[src/rtl/alu_operand_stage.sv]
// ID/EX operand stage: registers the decoded instruction and produces ALU operands.
// Applies EX/MEM and MEM/WB forwarding and immediate/shamt extension.
// Flags load-use hazards back to decode.
module alu_operand_stage #(
   parameter int DATA_W = 32,
   parameter int REG_W  = 5
) (
   input  logic              clk,
   input  logic              reset,
   input  logic              stall,
   input  logic              flush,
   input  logic              id_valid,
   input  logic [4:0]        id_alu_control,
   input  logic [REG_W-1:0]  id_rs,
   input  logic [REG_W-1:0]  id_rt,
   input  logic [REG_W-1:0]  id_rd,
   input  logic [DATA_W-1:0] id_rs_data,
   input  logic [DATA_W-1:0] id_rt_data,
   input  logic [15:0]       id_imm,
   input  logic [4:0]        id_shamt,
   input  logic              id_reg_write,
   input  logic              id_mem_read,
   input  logic              id_mem_write,
   input  logic              exmem_reg_write,
   input  logic [REG_W-1:0]  exmem_rd,
   input  logic [DATA_W-1:0] exmem_result,
   input  logic              memwb_reg_write,
   input  logic [REG_W-1:0]  memwb_rd,
   input  logic [DATA_W-1:0] memwb_data,
   output logic [DATA_W-1:0] alu_input1,
   output logic [DATA_W-1:0] alu_input2,
   output logic [4:0]        alu_control,
   output logic              ex_valid,
   output logic              ex_reg_write,
   output logic              ex_mem_read,
   output logic              ex_mem_write,
   output logic [REG_W-1:0]  ex_rd,
   output logic [DATA_W-1:0] ex_store_data,
   output logic              load_use_hazard
);

   localparam logic [4:0] OP_R_FIRST = 5'b00001;
   localparam logic [4:0] OP_R_LAST  = 5'b00101;
   localparam logic [4:0] OP_SLTI    = 5'b00110;
   localparam logic [4:0] OP_ADDI    = 5'b00111;
   localparam logic [4:0] OP_ANDI    = 5'b01000;
   localparam logic [4:0] OP_ORI     = 5'b01001;
   localparam logic [4:0] OP_SLL     = 5'b01010;
   localparam logic [4:0] OP_SRL     = 5'b01011;
   localparam logic [4:0] OP_SRA     = 5'b01100;
   localparam logic [4:0] OP_LUI     = 5'b01101;

   // Stage registers
   logic                     vld_p0;
   logic [4:0]               alu_ctrl_p0;
   logic [REG_W-1:0]         rs_p0;
   logic [REG_W-1:0]         rt_p0;
   logic [REG_W-1:0]         rd_p0;
   logic signed [DATA_W-1:0] rs_data_p0;
   logic signed [DATA_W-1:0] rt_data_p0;
   logic [15:0]              imm_p0;
   logic [4:0]               shamt_p0;
   logic                     reg_write_p0;
   logic                     mem_read_p0;
   logic                     mem_write_p0;

   logic signed [DATA_W-1:0] fwd_rs;
   logic signed [DATA_W-1:0] fwd_rt;
   logic signed [DATA_W-1:0] op1;
   logic signed [DATA_W-1:0] op2;

   function automatic logic signed [DATA_W-1:0] sext_imm(input logic [15:0] imm);
      return {{(DATA_W-16){imm[15]}}, imm};
   endfunction

   function automatic logic signed [DATA_W-1:0] zext_imm(input logic [15:0] imm);
      return {{(DATA_W-16){1'b0}}, imm};
   endfunction

   function automatic logic signed [DATA_W-1:0] zext_shamt(input logic [4:0] sh);
      return {{(DATA_W-5){1'b0}}, sh};
   endfunction

   // Pick the youngest in-flight producer of src; register 0 is never forwarded.
   function automatic logic signed [DATA_W-1:0] fwd_sel(
      input logic [REG_W-1:0]         src,
      input logic signed [DATA_W-1:0] captured,
      input logic                     em_we,
      input logic [REG_W-1:0]         em_rd,
      input logic [DATA_W-1:0]        em_val,
      input logic                     mw_we,
      input logic [REG_W-1:0]         mw_rd,
      input logic [DATA_W-1:0]        mw_val
   );
      if (src != '0 && em_we && em_rd == src)
         return em_val;
      else if (src != '0 && mw_we && mw_rd == src)
         return mw_val;
      else
         return captured;
   endfunction

   // ---- ID -> EX boundary: capture decode outputs (reset > flush > stall > load)
   always_ff @(posedge clk) begin
      if (reset || flush) begin
         vld_p0       <= 1'b0;
         alu_ctrl_p0  <= '0;
         rs_p0        <= '0;
         rt_p0        <= '0;
         rd_p0        <= '0;
         rs_data_p0   <= '0;
         rt_data_p0   <= '0;
         imm_p0       <= '0;
         shamt_p0     <= '0;
         reg_write_p0 <= 1'b0;
         mem_read_p0  <= 1'b0;
         mem_write_p0 <= 1'b0;
      end else if (!stall) begin
         vld_p0       <= id_valid;
         alu_ctrl_p0  <= id_valid ? id_alu_control : 5'd0;
         rs_p0        <= id_rs;
         rt_p0        <= id_rt;
         rd_p0        <= id_rd;
         rs_data_p0   <= id_rs_data;
         rt_data_p0   <= id_rt_data;
         imm_p0       <= id_imm;
         shamt_p0     <= id_shamt;
         reg_write_p0 <= id_reg_write & id_valid;
         mem_read_p0  <= id_mem_read & id_valid;
         mem_write_p0 <= id_mem_write & id_valid;
      end
   end

   // Forward the registered source values from EX/MEM first, then MEM/WB
   always_comb begin
      fwd_rs = fwd_sel(rs_p0, rs_data_p0, exmem_reg_write, exmem_rd, exmem_result,
                       memwb_reg_write, memwb_rd, memwb_data);
      fwd_rt = fwd_sel(rt_p0, rt_data_p0, exmem_reg_write, exmem_rd, exmem_result,
                       memwb_reg_write, memwb_rd, memwb_data);
   end

   // Operand selection by ALU code; unknown codes drive zero operands
   always_comb begin
      op1 = '0;
      op2 = '0;
      if (alu_ctrl_p0 >= OP_R_FIRST && alu_ctrl_p0 <= OP_R_LAST) begin
         op1 = fwd_rs;
         op2 = fwd_rt;
      end else begin
         case (alu_ctrl_p0)
            OP_SLTI, OP_ADDI: begin
               op1 = fwd_rs;
               op2 = sext_imm(imm_p0);
            end
            OP_ANDI, OP_ORI: begin
               op1 = fwd_rs;
               op2 = zext_imm(imm_p0);
            end
            OP_SLL, OP_SRL, OP_SRA: begin
               op1 = fwd_rt;
               op2 = zext_shamt(shamt_p0);
            end
            OP_LUI: begin
               op1 = '0;
               op2 = zext_imm(imm_p0);
            end
            default: begin
               op1 = '0;
               op2 = '0;
            end
         endcase
      end
   end

   // Load in EX whose destination decode is about to read needs a one-cycle stall
   always_comb begin
      load_use_hazard = vld_p0 && mem_read_p0 && (rd_p0 != '0) && id_valid &&
                        ((rd_p0 == id_rs) || (rd_p0 == id_rt));
   end

   assign alu_input1    = op1;
   assign alu_input2    = op2;
   assign alu_control   = alu_ctrl_p0;
   assign ex_valid      = vld_p0;
   assign ex_reg_write  = reg_write_p0;
   assign ex_mem_read   = mem_read_p0;
   assign ex_mem_write  = mem_write_p0;
   assign ex_rd         = rd_p0;
   assign ex_store_data = fwd_rt;

endmodule

[config.mk]
export PLATFORM = sky130hd
export DESIGN_NAME = alu_operand_stage
export DESIGN_NICKNAME = d
export VERILOG_FILES = /design/src/rtl/alu_operand_stage.sv
export SDC_FILE = /design/constraint.sdc
export NUM_CORES = 1
export LEC_CHECK = 0
export ABC_CLOCK_PERIOD_IN_PS = 3100
export CORE_UTILIZATION = 43
export DETAILED_ROUTE_END_ITERATION = 16
export PLACE_DENSITY = 0.82
export RECOVER_POWER = 25
export SYNTH_ARGS = -nofsm -noshare
export SYNTH_HDL_FRONTEND = slang
export SYNTH_SLANG_ARGS = --single-unit
[constraint.sdc]
create_clock -name clk -period 3.1 [get_ports clk]
set_input_delay 0.62 -clock clk [delete_from_list [all_inputs] [get_ports clk]]
set_output_delay 0.62 -clock clk [all_outputs]
set_load 0.05 [all_outputs]
==> metrics.txt <==
result of the run=finished with violations; violated checks=capacitance limit, slew limit, setup timing; GR Layer Usage met2=0.6610; buffer cell driving the clock tree root=sky130_fd_sc_hd__clkbuf_16; startpoint of the worst-slack reg-to-reg timing path=rt_p0[1]; met3 Track Usage GR=0.1055; final estimated routing congestion in global placement=0.9127; vias in the first global route=8552; count of cells along the worst hold path=2; antenna violations before repair=1; capturing element type of the critical path=primary output; average detailed-routed wire length per instance=25.15 microns; Layout area overhead=100.6%; routed via count=8608; pin count of the biggest net entering global routing=69; area taken by flip-flops and latches=2190 sq um; worst reg2reg endpoint=rt_p0[1]; ranking of synthesized cells by area=sky130_fd_sc_hd__dfxtp_1 32%, sky130_fd_sc_hd__mux2i_1 15%, sky130_fd_sc_hd__nor2_1 6.3%; fraction of the mapped netlist area in adder cells=0; part of the Yosys area used for sequential elements=0.3239; synthesized netlist cell count=807; Avg Cell Area, Syn=8.348 sq um; number of failing hold endpoints at the final stage=0; class of the tightest hold or removal check=reg2reg; leading cell type in the layout, fill and taps excluded=sky130_fd_sc_hd__clkdlybuf4s50_1; min setup slack post-route=-0.2261 ns; prevailing post-synth register cell=sky130_fd_sc_hd__dfxtp_1; top cell type's share of synthesized area=0.3239; total instance count after detailed placement=1317; simple-gate area share of the yosys netlist=0.1387; dominant combinational cell family by area after synthesis=compound AO/OA/AOI/OAI gates; total number of yosys warnings=0; max-slew violation total from the final report=42; Vias/cell=6.297; die outline area=16170 sq um; number of I/O port buffers=299; final core utilization=0.8855; remaining global-route overflow=0; Overall Global Routing Usage=0.3888; vertical die dimension=127.2 microns; Clock transition at path regs=0.08 ns; CP Data Required Time=2.48 ns; worst clock skew on the final layout=0 ns; die extent in x=127.2 microns; placeable core region=15260 sq um; largest driver fanout on the critical path=4; CTS Buffer Depth=2; length in cells of the worst reg-to-reg path=4; Initial Utilization=0.4415; multi-input logic area=5290 sq um; CTS Buf Count=9; Async S/R FF share, synth=0; initial drt markers=802; post-synthesis share of cell area spent on xor and xnor gates=0.03900; Top Ports=300; post-layout minimum cycle time=3.326 ns; CTS sink cnt=109; met1 Usage GRT=0.4304; number of distinct standard cells referenced by the synthesized netlist=47; worst setup slack before clock tree synthesis=-0.4128 ns; achievable frequency=300.7 MHz; leakage component of the power=5.296 nW; crit path launch type=flip-flop; peak-usage layer in the global routing report=met2; Max Cap Viol=1; Post-Route Hold Slack=0.5012 ns; TritonCTS clock tree=done; synthesized flop and latch total=109; synthesized-area fraction occupied by ao, oa, aoi and oai cells=0.2764; latest clock arrival within the worst-skew pair=0.37 ns; number of non-filler instances in the completed layout=1367; Total Power Consumption=0.003991 W; power density of the placed cells=295.4 nW/um^2; portion of netlist area occupied by mux cells=0.1503; Remaining DRCs=0; detailed-route wire length=34380 microns; count of H-tree levels built during CTS=3; fraction of layout cells with a size suffix above 1=0.3238; HPWL Detailed=20200 microns; slack of the worst reg-to-reg path=2.13 ns; startpoint of the most critical hold path=rs_data_p0[26]; transition time at the pin with the least slew margin=1.869 ns; Detail Route Antenna Nets=0; Final Net Count=1339; Mapped Nets=996; relative max-transition margin=-0.2462; Setup CP Type=reg2out; post-synth top area cell=sky130_fd_sc_hd__dfxtp_1; global-route wire length before repair=48010 microns; number of synthesized flops with an enable pin=0; Post-Syn Area=6736 sq um; std cell rows=45; count of final setup violators=96; crit path DAT=2.71 ns; Min-Delay Endpoint=rs_data_p0[26]; setup repair after global routing missed its margin=yes; leading cell types in the layout, fill and taps excluded=189 x sky130_fd_sc_hd__clkdlybuf4s50_1, 113 x sky130_fd_sc_hd__nor2_1, 112 x sky130_fd_sc_hd__buf_12; peak supply drop=0.3614 mV; total iterations of the first detailed-routing run=6; Final Cycle Share=1.073; filler cell count=656
through the flow:
stage	TNS [ns]	instance area (sq um)
4_1_cts	-7.200	13170
3_5_place_dp	-27.77	11840
6_report	-12.09	13510
3_3_place_gp	-24.25	11840
2_1_floorplan	-0.05676	7191
5_1_grt	-18.36	13510
logic make-up (layout without fill, tap and decap cells):
| logic type | after synthesis | count (layout) |
|---|---|---|
| other | 0 | 1 |
| buffers and inverters | 119 | 466 |
| AO/OA/AOI/OAI | 248 | 249 |
| XOR/XNOR | 30 | 30 |
| flip-flops | 109 | 109 |
| AND/OR/NAND/NOR | 200 | 200 |
| multiplexers | 101 | 101 |
how the worst max path moves through the flow:
stage | from | end | slack [ns]
finish | rt_p0[1] | alu_input1[0] | -0.23
global route | rt_p0[2] | alu_input2[24] | -0.28
CTS | rt_p0[3] | alu_input2[29] | -0.15
detailed placement | exmem_rd[0] | alu_input1[26] | -0.41
global placement | exmem_rd[2] | alu_input2[1] | -0.32
floorplan | exmem_rd[1] | alu_input1[26] | -0.03
critical path, cell delays in order, from the launching register on:
cell	delay (ns)
sky130_fd_sc_hd__dfxtp_2	0.33
sky130_fd_sc_hd__or4_4	0.54
sky130_fd_sc_hd__buf_6	0.14
sky130_fd_sc_hd__buf_4	0.13
sky130_fd_sc_hd__o211ai_2	0.25
sky130_fd_sc_hd__o21ai_1	0.18
sky130_fd_sc_hd__a31o_2	0.33
sky130_fd_sc_hd__o22ai_4	0.26
sky130_fd_sc_hd__buf_12	0.18
state kept, by name, indices dropped and copies added (netlist names), 5 cells and up:
signal	count
rt_data_p0	32
alu_control	5
rt_p0	5
rs_p0	5
imm_p0	16
rs_data_p0	32
ex_rd	5
shamt_p0	5
power by group:
part,internal (W),total (W),switching [W]
Sequential,0.00144,0.00149,0.0000414
Clock,0.000737,0.00131,0.000578
Combinational,0.000608,0.00119,0.000583
cell usage after synthesis, types with 3 or more instances:
cell	count
sky130_fd_sc_hd__o22ai_1	5
sky130_fd_sc_hd__or4_1	3
sky130_fd_sc_hd__o21ai_1	37
sky130_fd_sc_hd__o311a_1	32
sky130_fd_sc_hd__nor3_1	35
sky130_fd_sc_hd__nand4_1	4
sky130_fd_sc_hd__a22o_1	11
sky130_fd_sc_hd__dfxtp_1	109
sky130_fd_sc_hd__o21ai_0	63
sky130_fd_sc_hd__mux2i_1	100
sky130_fd_sc_hd__clkbuf_1	61
sky130_fd_sc_hd__buf_1	5
sky130_fd_sc_hd__or3_1	32
sky130_fd_sc_hd__a31o_1	5
sky130_fd_sc_hd__buf_4	4
sky130_fd_sc_hd__xor2_1	8
sky130_fd_sc_hd__inv_1	37
sky130_fd_sc_hd__a31oi_1	5
sky130_fd_sc_hd__nor2_1	113
sky130_fd_sc_hd__a31oi_2	21
sky130_fd_sc_hd__a22oi_1	13
sky130_fd_sc_hd__xnor2_1	22
sky130_fd_sc_hd__a21o_1	16
sky130_fd_sc_hd__buf_2	11
sky130_fd_sc_hd__o2bb2ai_1	27
repair_timing:
action | CTS | global route
gates resized for setup | 169 | 50
pin swaps | 77 | 50
hold buffers | 0 | 0
cloned | 8 | 1
setup endpoints to repair | 96 | 96
setup buffers | 14 | 13
layer usage:
layer	part of all wire	vias up
li1	-	3649
met1	0.35	4075
met2	0.48	676
met3	0.099	208
met4	0.069	0
met5	0	-
cell type report:
type                    instances  share of cell area
multi-input cells             580              0.3915
clock buffers                  10             0.01769
repair buffers                413              0.3912
clock inverters                 6            0.006945
inverters                      37             0.01083
diodes                          1           0.0001852
flip-flops and latches        109              0.1621
well taps                     211             0.01954
No activity file was read; power rests on OpenSTA's default activity.
